[src/rtl/mouse_master_sm.sv]
// PS/2 mouse master sequencer: runs the reset/enable handshake, then assembles
// 3-byte movement packets and hands them upstream with a one-cycle interrupt.
module mouse_master_sm #(
  parameter int INIT_DELAY     = 500000,
  parameter int TIMEOUT_CYCLES = 5000000,
  parameter int CNT_WIDTH      = 24
) (
  input  logic       CLK,
  input  logic       RESET,
  output logic       SEND_BYTE,
  output logic [7:0] BYTE_TO_SEND,
  input  logic       BYTE_SENT,
  output logic       READ_ENABLE,
  input  logic [7:0] BYTE_READ,
  input  logic [1:0] BYTE_ERROR_CODE,
  input  logic       BYTE_READY,
  output logic [7:0] MOUSE_STATUS,
  output logic [7:0] MOUSE_DX,
  output logic [7:0] MOUSE_DY,
  output logic       SEND_INTERRUPT,
  output logic       STREAMING,
  output logic [3:0] MASTER_STATE
);

  typedef enum logic [3:0] {
    S_INIT         = 4'd0,
    S_SEND_FF      = 4'd1,
    S_WAIT_FF_SENT = 4'd2,
    S_WAIT_FA      = 4'd3,
    S_WAIT_AA      = 4'd4,
    S_WAIT_ID      = 4'd5,
    S_SEND_F4      = 4'd6,
    S_WAIT_F4_SENT = 4'd7,
    S_WAIT_F4_FA   = 4'd8,
    S_READ_B1      = 4'd9,
    S_READ_B2      = 4'd10,
    S_READ_B3      = 4'd11,
    S_INTERRUPT    = 4'd12
  } state_t;

  state_t               state_q, state_d, hs_next;
  logic [CNT_WIDTH-1:0] cnt_q, cnt_d;
  logic [7:0]           sh_status_q, sh_status_d, sh_dx_q, sh_dx_d;
  logic [7:0]           status_q, status_d, dx_q, dx_d, dy_q, dy_d;
  logic [7:0]           hs_exp, tx_byte_q, tx_byte_d;
  logic                 send_q, send_d, rd_en_q, rd_en_d, irq_q, irq_d, strm_q, strm_d;
  logic                 rx_vld, rx_ok, timeout;

  // A received byte only counts while the receiver is enabled.
  assign rx_vld  = BYTE_READY & rd_en_q;
  assign rx_ok   = rx_vld & (BYTE_ERROR_CODE == 2'b00);
  assign timeout = (cnt_q == CNT_WIDTH'(TIMEOUT_CYCLES - 1));

  always_comb begin
    hs_exp  = 8'hFA;
    hs_next = S_WAIT_AA;
    case (state_q)
      S_WAIT_AA:    begin hs_exp = 8'hAA; hs_next = S_WAIT_ID; end
      S_WAIT_ID:    begin hs_exp = 8'h00; hs_next = S_SEND_F4; end
      S_WAIT_F4_FA: begin hs_exp = 8'hFA; hs_next = S_READ_B1; end
      default:      begin hs_exp = 8'hFA; hs_next = S_WAIT_AA; end
    endcase
  end

  always_comb begin
    state_d     = state_q;
    cnt_d       = '0;
    sh_status_d = sh_status_q;
    sh_dx_d     = sh_dx_q;
    status_d    = status_q;
    dx_d        = dx_q;
    dy_d        = dy_q;
    case (state_q)
      S_INIT: begin
        if (cnt_q == CNT_WIDTH'(INIT_DELAY - 1)) state_d = S_SEND_FF;
        else                                      cnt_d   = cnt_q + 1'b1;
      end
      S_SEND_FF: state_d = S_WAIT_FF_SENT;
      S_SEND_F4: state_d = S_WAIT_F4_SENT;
      S_WAIT_FF_SENT, S_WAIT_F4_SENT: begin
        if (BYTE_SENT)    state_d = (state_q == S_WAIT_FF_SENT) ? S_WAIT_FA : S_WAIT_F4_FA;
        else if (timeout) state_d = S_INIT;
        else              cnt_d   = cnt_q + 1'b1;
      end
      S_WAIT_FA, S_WAIT_AA, S_WAIT_ID, S_WAIT_F4_FA: begin
        // The qualifying byte takes priority over a coincident timeout.
        if (rx_vld)       state_d = (rx_ok && BYTE_READ == hs_exp) ? hs_next : S_INIT;
        else if (timeout) state_d = S_INIT;
        else              cnt_d   = cnt_q + 1'b1;
      end
      S_READ_B1: begin
        if (rx_ok && BYTE_READ[3]) begin
          sh_status_d = BYTE_READ;
          state_d     = S_READ_B2;
        end
      end
      S_READ_B2: begin
        if (rx_ok) begin
          sh_dx_d = BYTE_READ;
          state_d = S_READ_B3;
        end else if (rx_vld) begin
          state_d = S_READ_B1;
        end
      end
      S_READ_B3: begin
        if (rx_ok) begin
          status_d = sh_status_q;
          dx_d     = sh_dx_q;
          dy_d     = BYTE_READ;
          state_d  = S_INTERRUPT;
        end else if (rx_vld) begin
          state_d = S_READ_B1;
        end
      end
      S_INTERRUPT: state_d = S_READ_B1;
      default: begin
        state_d  = S_INIT;
        status_d = 8'h00;
        dx_d     = 8'h00;
        dy_d     = 8'h00;
      end
    endcase
  end

  // Outputs are decoded from the next state so they register alongside it.
  always_comb begin
    send_d    = (state_d == S_SEND_FF) || (state_d == S_SEND_F4);
    tx_byte_d = 8'h00;
    if (state_d == S_SEND_FF || state_d == S_WAIT_FF_SENT) tx_byte_d = 8'hFF;
    if (state_d == S_SEND_F4 || state_d == S_WAIT_F4_SENT) tx_byte_d = 8'hF4;
    rd_en_d = (state_d inside {S_WAIT_FA, S_WAIT_AA, S_WAIT_ID, S_WAIT_F4_FA,
                               S_READ_B1, S_READ_B2, S_READ_B3});
    irq_d   = (state_d == S_INTERRUPT);
    strm_d  = (state_d inside {S_READ_B1, S_READ_B2, S_READ_B3, S_INTERRUPT});
  end

  always_ff @(posedge CLK) begin
    if (RESET) begin
      state_q     <= S_INIT;
      cnt_q       <= '0;
      sh_status_q <= 8'h00;
      sh_dx_q     <= 8'h00;
      status_q    <= 8'h00;
      dx_q        <= 8'h00;
      dy_q        <= 8'h00;
      send_q      <= 1'b0;
      tx_byte_q   <= 8'h00;
      rd_en_q     <= 1'b0;
      irq_q       <= 1'b0;
      strm_q      <= 1'b0;
    end else begin
      state_q     <= state_d;
      cnt_q       <= cnt_d;
      sh_status_q <= sh_status_d;
      sh_dx_q     <= sh_dx_d;
      status_q    <= status_d;
      dx_q        <= dx_d;
      dy_q        <= dy_d;
      send_q      <= send_d;
      tx_byte_q   <= tx_byte_d;
      rd_en_q     <= rd_en_d;
      irq_q       <= irq_d;
      strm_q      <= strm_d;
    end
  end

  assign SEND_BYTE      = send_q;
  assign BYTE_TO_SEND   = tx_byte_q;
  assign READ_ENABLE    = rd_en_q;
  assign MOUSE_STATUS   = status_q;
  assign MOUSE_DX       = dx_q;
  assign MOUSE_DY       = dy_q;
  assign SEND_INTERRUPT = irq_q;
  assign STREAMING      = strm_q;
  assign MASTER_STATE   = state_q;

endmodule
[config.mk]
export PLATFORM = sky130hd
export DESIGN_NAME = mouse_master_sm
export DESIGN_NICKNAME = d
export VERILOG_FILES = /design/src/rtl/mouse_master_sm.sv
export SDC_FILE = /design/constraint.sdc
export NUM_CORES = 1
export LEC_CHECK = 0
export BUFFER_PORTS_ARGS = -buffer_cell sky130_fd_sc_hd__buf_2
export CORE_MARGIN = 5
export CORE_UTILIZATION = 40
export DETAILED_ROUTE_END_ITERATION = 10
export SLEW_MARGIN = 20
export SYNTH_ARGS = -nofsm -noshare
export SYNTH_HDL_FRONTEND = slang
export SYNTH_SLANG_ARGS = --single-unit
[constraint.sdc]
create_clock -name CLK -period 6.44 [get_ports CLK]
set_input_delay 0.966 -clock CLK [delete_from_list [all_inputs] [get_ports CLK]]
set_output_delay 0.966 -clock CLK [all_outputs]
set_load 0.05 [all_outputs]
==> results of run 1 <==
## per-stage QoR
| step | instances | instance area (sq um) |
|---|---|---|
| 6_report | 562 | 4000 |
| 5_1_grt | 562 | 4000 |
| 4_1_cts | 562 | 4000 |
| 3_5_place_dp | 546 | 3790 |
| 3_3_place_gp | 546 | 3790 |
| 2_1_floorplan | 410 | 3520 |
## routing by layer
metal,track usage,up-vias,routed length [microns]
met5,0,-,0
met4,0.0620,0,157
met3,0.0330,15,413
met2,0.246,77,3910
met1,0.209,1385,3910
li1,-,1516,-
## worst max-delay path, cell delays in order (launching register included)
cell      delay, ns
dfxtp_1        0.82
nor2b_1        0.23
nand4_1        0.49
o311ai_0       0.35
a211oi_4       0.40
a21bo_1        0.28
o211ai_2       0.16
## power groups by stage
stage	combinational [mW]	sequential (mW)	clock, mW
final	0.277	0.513	0.384
after global routing	0.299	0.518	0.411
after CTS	0.277	0.511	0.393
after detailed placement	0.276	0.522	0
after global placement	0.274	0.522	0
after floorplan	0.217	0.538	0
## flip-flops by register name, indices dropped and copies added (netlist names)
register        flops
STREAMING           1
cnt_q              24
sh_status_q         8
MOUSE_DX            8
SEND_INTERRUPT      1
MASTER_STATE        4
MOUSE_DY            8
SEND_BYTE           1
MOUSE_STATUS        8
BYTE_TO_SEND        2
sh_dx_q             8
READ_ENABLE         1
## kinds of logic (layout without fill, tap and decap cells)
| kind of cell | count (synthesis) | count (layout) | share of synthesized area |
|---|---|---|---|
| AO/OA/AOI/OAI | 72 | 72 | 0.141 |
| XOR/XNOR | 24 | 24 | 0.0598 |
| adder cells (fa/ha/maj) | 1 | 1 | 0.00356 |
| buffers and inverters | 32 | 76 | 0.0448 |
| flip-flops | 74 | 74 | 0.421 |
| multiplexers | 17 | 17 | 0.0484 |
| AND/OR/NAND/NOR | 190 | 190 | 0.281 |
## layout make-up
| type | count | area [sq um] |
|---|---|---|
| clock buffer | 9 | 124 |
| clock inverter | 7 | 86.3 |
| fill | 868 | 4640 |
| inverter | 6 | 22.5 |
| multi-input combinational | 304 | 1880 |
| sequential | 74 | 1480 |
| tap | 108 | 135 |
| timing repair buffer | 54 | 273 |
## layout by cell type (no fill, tap or decap), drive strengths merged, types with 3 or more instances in the layout
cell     n
dfxtp   74
nor2    56
buf     54
nand2   35
nand3   33
a21oi   32
xor2    18
mux2i   17
nor3    10
clkbuf   9
inv      9
nand4    8
nand2b   7
o21ai    6
xnor2    6
a31oi    6
nor4     6
and2     5
nor2b    5
and3     4
a22oi    4
o21bai   4
a211oi   4
or4b     3
and4     3
## how the worst max path moves through the flow
stage | from | end
floorplan | BYTE_ERROR_CODE[0] | BYTE_TO_SEND[6]
global placement | BYTE_READY | BYTE_TO_SEND[6]
detailed placement | BYTE_READY | BYTE_TO_SEND[6]
CTS | MASTER_STATE[2] | BYTE_TO_SEND[6]
global route | MASTER_STATE[2] | BYTE_TO_SEND[1]
finish | MASTER_STATE[2] | BYTE_TO_SEND[6]
==> impl_metrics.py, run 1 <==
metrics = {
    "synth": {
        "synth_edf_count": 0,
        "synth_seq_cells": 74,
        "ys_top_cells_by_area": "dfxtp_1, nor2_1, mux2i_1",
        "yosysUniqueCellTypes": 59,
        "synth_commonest_cells": "dfxtp_1, nor2_1, nand2_1",
        "synth.avg_cell_area_sq_um": 8.58,
        "synth_cells": 410,
        "netlist.area_leader.share": 0.421,
        "async_flop_share": 0,
        "seq_area_frac_synth": 0.421,
        "synth_ff_type": "dfxtp_1",
        "yosys_warnings": 0,
        "syn_area_sq_um": 3520,
        "synth.most_common_cell": "dfxtp_1",
        "synthesis.nets": 425,
        "yosysTopAreaCell": "dfxtp_1",
    },
    "place": {
        "dp_hpwl_mm": 5.76,
        "dp_slack_ns": 3.33,
        "io_buffers": 53,
        "globalplace.congestion": 0.848,
    },
    "detailed_routing": {
        "via_count": 2993,
        "wl_mm": 8.40,
        "drc": 0,
        "antenna_left": 0,
        "drt_iter0_drc": 133,
        "via_per_inst": 5.33,
        "wire_per_inst_microns": 14.9,
        "dr.pass1.iters": 6,
    },
    "clock_tree": {
        "clockRootBuffer": "clkbuf_8",
        "clock_path_buffers": 2,
        "hold_buffers": 0,
        "cts.clk_slew.worst_paths_ns": 0.09,
        "cts_tree": "built",
        "postCtsSetupBuffers": 0,
        "cts_made_buffers": 9,
        "htree_levels": 3,
        "insertion_delay_ns": 0.35,
        "numClockSinks": 74,
        "cts-resized-gates": 0,
    },
    "global_route": {
        "antenna_found_initial": 0,
        "grt_usage": 0.156,
        "grt_max_degree": 52,
        "overflow": 0,
        "grt_pass1_wl_mm": 14.3,
        "grt_pass1_vias": 2904,
    },
    "sta": {
        "hold_violations": 0,
        "skew_ns": 0.00818,
        "post-route-min-period_ns": 2.81,
        "fmax_ghz": 0.356,
        "tightest_slew_ns": 0.974,
        "slew_headroom": 0.350,
        "rsz0062_at_grt": "no",
        "fin_crit_sh": 0.436,
        "holdWs_ns": 0.451,
        "finalWorstSetupSlack_ns": 3.63,
        "drv_slew": 0,
        "tns_ns": 0,
        "setup_viol": 0,
    },
    "job": {
        "cap_violations": 0,
    },
    "die": {
        "dieArea_sq_um": 10800,
        "die_w_microns": 104,
        "num_io_pins": 54,
        "rows": 34,
        "initial_core_util": 0.407,
        "core_sq_um": 8640,
        "die_y_microns": 104,
    },
    "final_layout": {
        "syn2layout_area_growth_pct": 13.7,
        "final_core_utilization": 0.463,
        "diodes": 0,
        "nNetsFinal": 464,
        "layout-drive-gt1-share": 0.189,
    },
    "pwr": {
        "p_sw_frac": 0.365,
        "switchingPower_mw": 0.429,
        "cellPowerDensity_nw_per_um2": 294,
        "total_power_mw": 1.17,
        "clock_power_share": 0.327,
        "seqPwrFrac": 0.437,
        "leakagePower_nw": 1.55,
        "pwr-share-comb": 0.236,
        "internal_power_mw": 0.746,
        "irDropWorstVdd_mv": 0.120,
    },
    "min_path": {
        "whs_path_depth": 2,
        "min_to": "sh_status_q[3]",
        "hold_path.class": "reg2reg",
        "hold_start": "sh_status_q[3]",
    },
    "setup_path": {
        "path_class": "reg2reg",
        "critPathArrivalTime_ns": 3.09,
        "cp_max_fo": 23,
        "startpoint_type": "flop",
        "r2r_slack_ns": 3.63,
        "timing.rr.end": "BYTE_TO_SEND[6]",
        "timing.rr.start": "MASTER_STATE[2]",
        "end_kind": "flop",
        "rr_worst_depth": 6,
        "required_ns": 6.72,
    },
    "outcome": {
        "status": "completed",
    },
}
Power figures use the tool's default switching activity.
==> run 2: changes to the inputs <==
Clock period 6.44 ns to 2.3 ns, I/O delays scaled along.
==> impl_metrics.py, run 2 (synthesis results as in run 1) <==
metrics = {
    "clock_tree": {
        "clockRootBuffer": "clkbuf_8",
        "hold_buffers": 0,
        "cts_made_buffers": 9,
        "insertion_delay_ns": 0.35,
        "cts.clk_slew.worst_paths_ns": 0.09,
        "numClockSinks": 74,
        "clock_path_buffers": 2,
        "htree_levels": 3,
        "cts_tree": "built",
    },
    "global_route": {
        "grt_max_degree": 48,
        "overflow": 0,
        "antenna_found_initial": 0,
        "grt_pass1_vias": 3073,
        "grt_usage": 0.161,
        "grt_pass1_wl_mm": 14.6,
    },
    "final_layout": {
        "diodes": 0,
        "fillers": 860,
        "nNetsFinal": 489,
        "layout-drive-gt1-share": 0.255,
        "final_common_cell": "dfxtp_1",
        "syn2layout_area_growth_pct": 20.5,
        "largest_register": "cnt_q",
        "largest_register_ffs": 24,
        "layout_common_cells": "dfxtp_1, nor2_1, buf_2",
    },
    "sta": {
        "hold_violations": 0,
        "fin_crit_sh": 0.953,
        "tightest_slew_ns": 0.549,
        "tns_ns": 0,
        "skew_ns": 0.0143,
        "slew_headroom": 0.633,
        "fmax_ghz": 0.456,
        "post-route-min-period_ns": 2.19,
        "rsz0062_at_grt": "no",
        "drv_slew": 0,
        "setup_viol": 0,
    },
    "place": {
        "io_buffers": 53,
        "dp_hpwl_mm": 6.14,
        "globalplace.congestion": 0.923,
    },
    "die": {
        "dieArea_sq_um": 10800,
        "die_w_microns": 104,
        "core_sq_um": 8640,
        "die_y_microns": 104,
        "initial_core_util": 0.407,
        "rows": 34,
        "num_io_pins": 54,
    },
    "detailed_routing": {
        "via_per_inst": 5.34,
        "antenna_left": 0,
        "drt_iter0_drc": 116,
        "wl_mm": 8.71,
        "dr.pass1.iters": 4,
        "wire_per_inst_microns": 14.8,
        "via_count": 3136,
        "drc": 0,
    },
    "min_path": {
        "hold_path.class": "in2reg",
        "whs_path_depth": 2,
    },
    "setup_path": {
        "required_ns": 2.59,
        "startpoint_type": "flop",
        "cp_max_fo": 14,
        "critPathArrivalTime_ns": 2.48,
        "rr_worst_depth": 9,
        "path_class": "reg2reg",
        "end_kind": "flop",
    },
    "pwr": {
        "cellPowerDensity_nw_per_um2": 799,
        "total_power_mw": 3.39,
        "irDropWorstVdd_mv": 0.438,
        "leakagePower_nw": 1.71,
    },
    "job": {
        "cap_violations": 0,
    },
    "outcome": {
        "status": "completed",
    },
}
## run 2: final timing paths
path | slack (ns) | end | from
max reg2reg | 0.11 | BYTE_TO_SEND[6] | MASTER_STATE[3]
min reg2reg | 0.45 | MOUSE_DX[0] | MOUSE_DX[0]
max | 0.11 | BYTE_TO_SEND[6] | MASTER_STATE[3]
min | 0.25 | SEND_BYTE | RESET
## run 2: metal layers
layer | share of wire | vias to the layer above | GRT usage
met5 | 0 | - | 0
met4 | 0.026 | 0 | 0.0648
met3 | 0.054 | 21 | 0.0410
met2 | 0.48 | 78 | 0.265
met1 | 0.44 | 1466 | 0.201
li1 | - | 1571 | -
## run 2: layout make-up
cell class / instances / area, sq um / area share
clock buffer: 9 / 124 / 0.0292
clock inverter: 7 / 75.1 / 0.0177
inverter: 6 / 22.5 / 0.00532
multi-input combinational: 304 / 1920 / 0.453
sequential: 74 / 1490 / 0.352
tap: 108 / 135 / 0.0319
timing repair buffer: 79 / 473 / 0.112
## run 2: metrics by stage
step | std cells | hold WS, ns | setup slack (ns) | util | area, sq um
2_1_floorplan | 410 | 0.426 | 0.0170 | - | 3520
3_3_place_gp | 570 | 0.436 | 0.158 | 0.462 | 3990
3_5_place_dp | 570 | 0.441 | 0.0682 | 0.462 | 3990
4_1_cts | 586 | 0.237 | 0.0373 | 0.485 | 4190
5_1_grt | 587 | 0.241 | 0.0127 | 0.490 | 4240
6_report | 587 | 0.249 | 0.107 | 0.490 | 4240
## run 2: repair_timing
item / 4_1_cts / 5_1_grt
setup buffers: 0 / 1
gates resized for setup: 0 / 8
setup endpoints to repair: 0 / 26
## run 2: worst max-delay path, cell delays in order (launching register included)
cell and delay, ns:
dfxtp_2 0.36, buf_4 0.19, nor2b_1 0.25, a221oi_2 0.11
o311ai_0 0.42, buf_4 0.20, a211oi_4 0.04, buf_4 0.15
or3_1 0.31, o211ai_2 0.07
## run 2: report_power, final
part | switching, mW | internal [mW]
sequential | 0.0462 | 1.33
clock | 0.529 | 0.509
combinational | 0.631 | 0.336
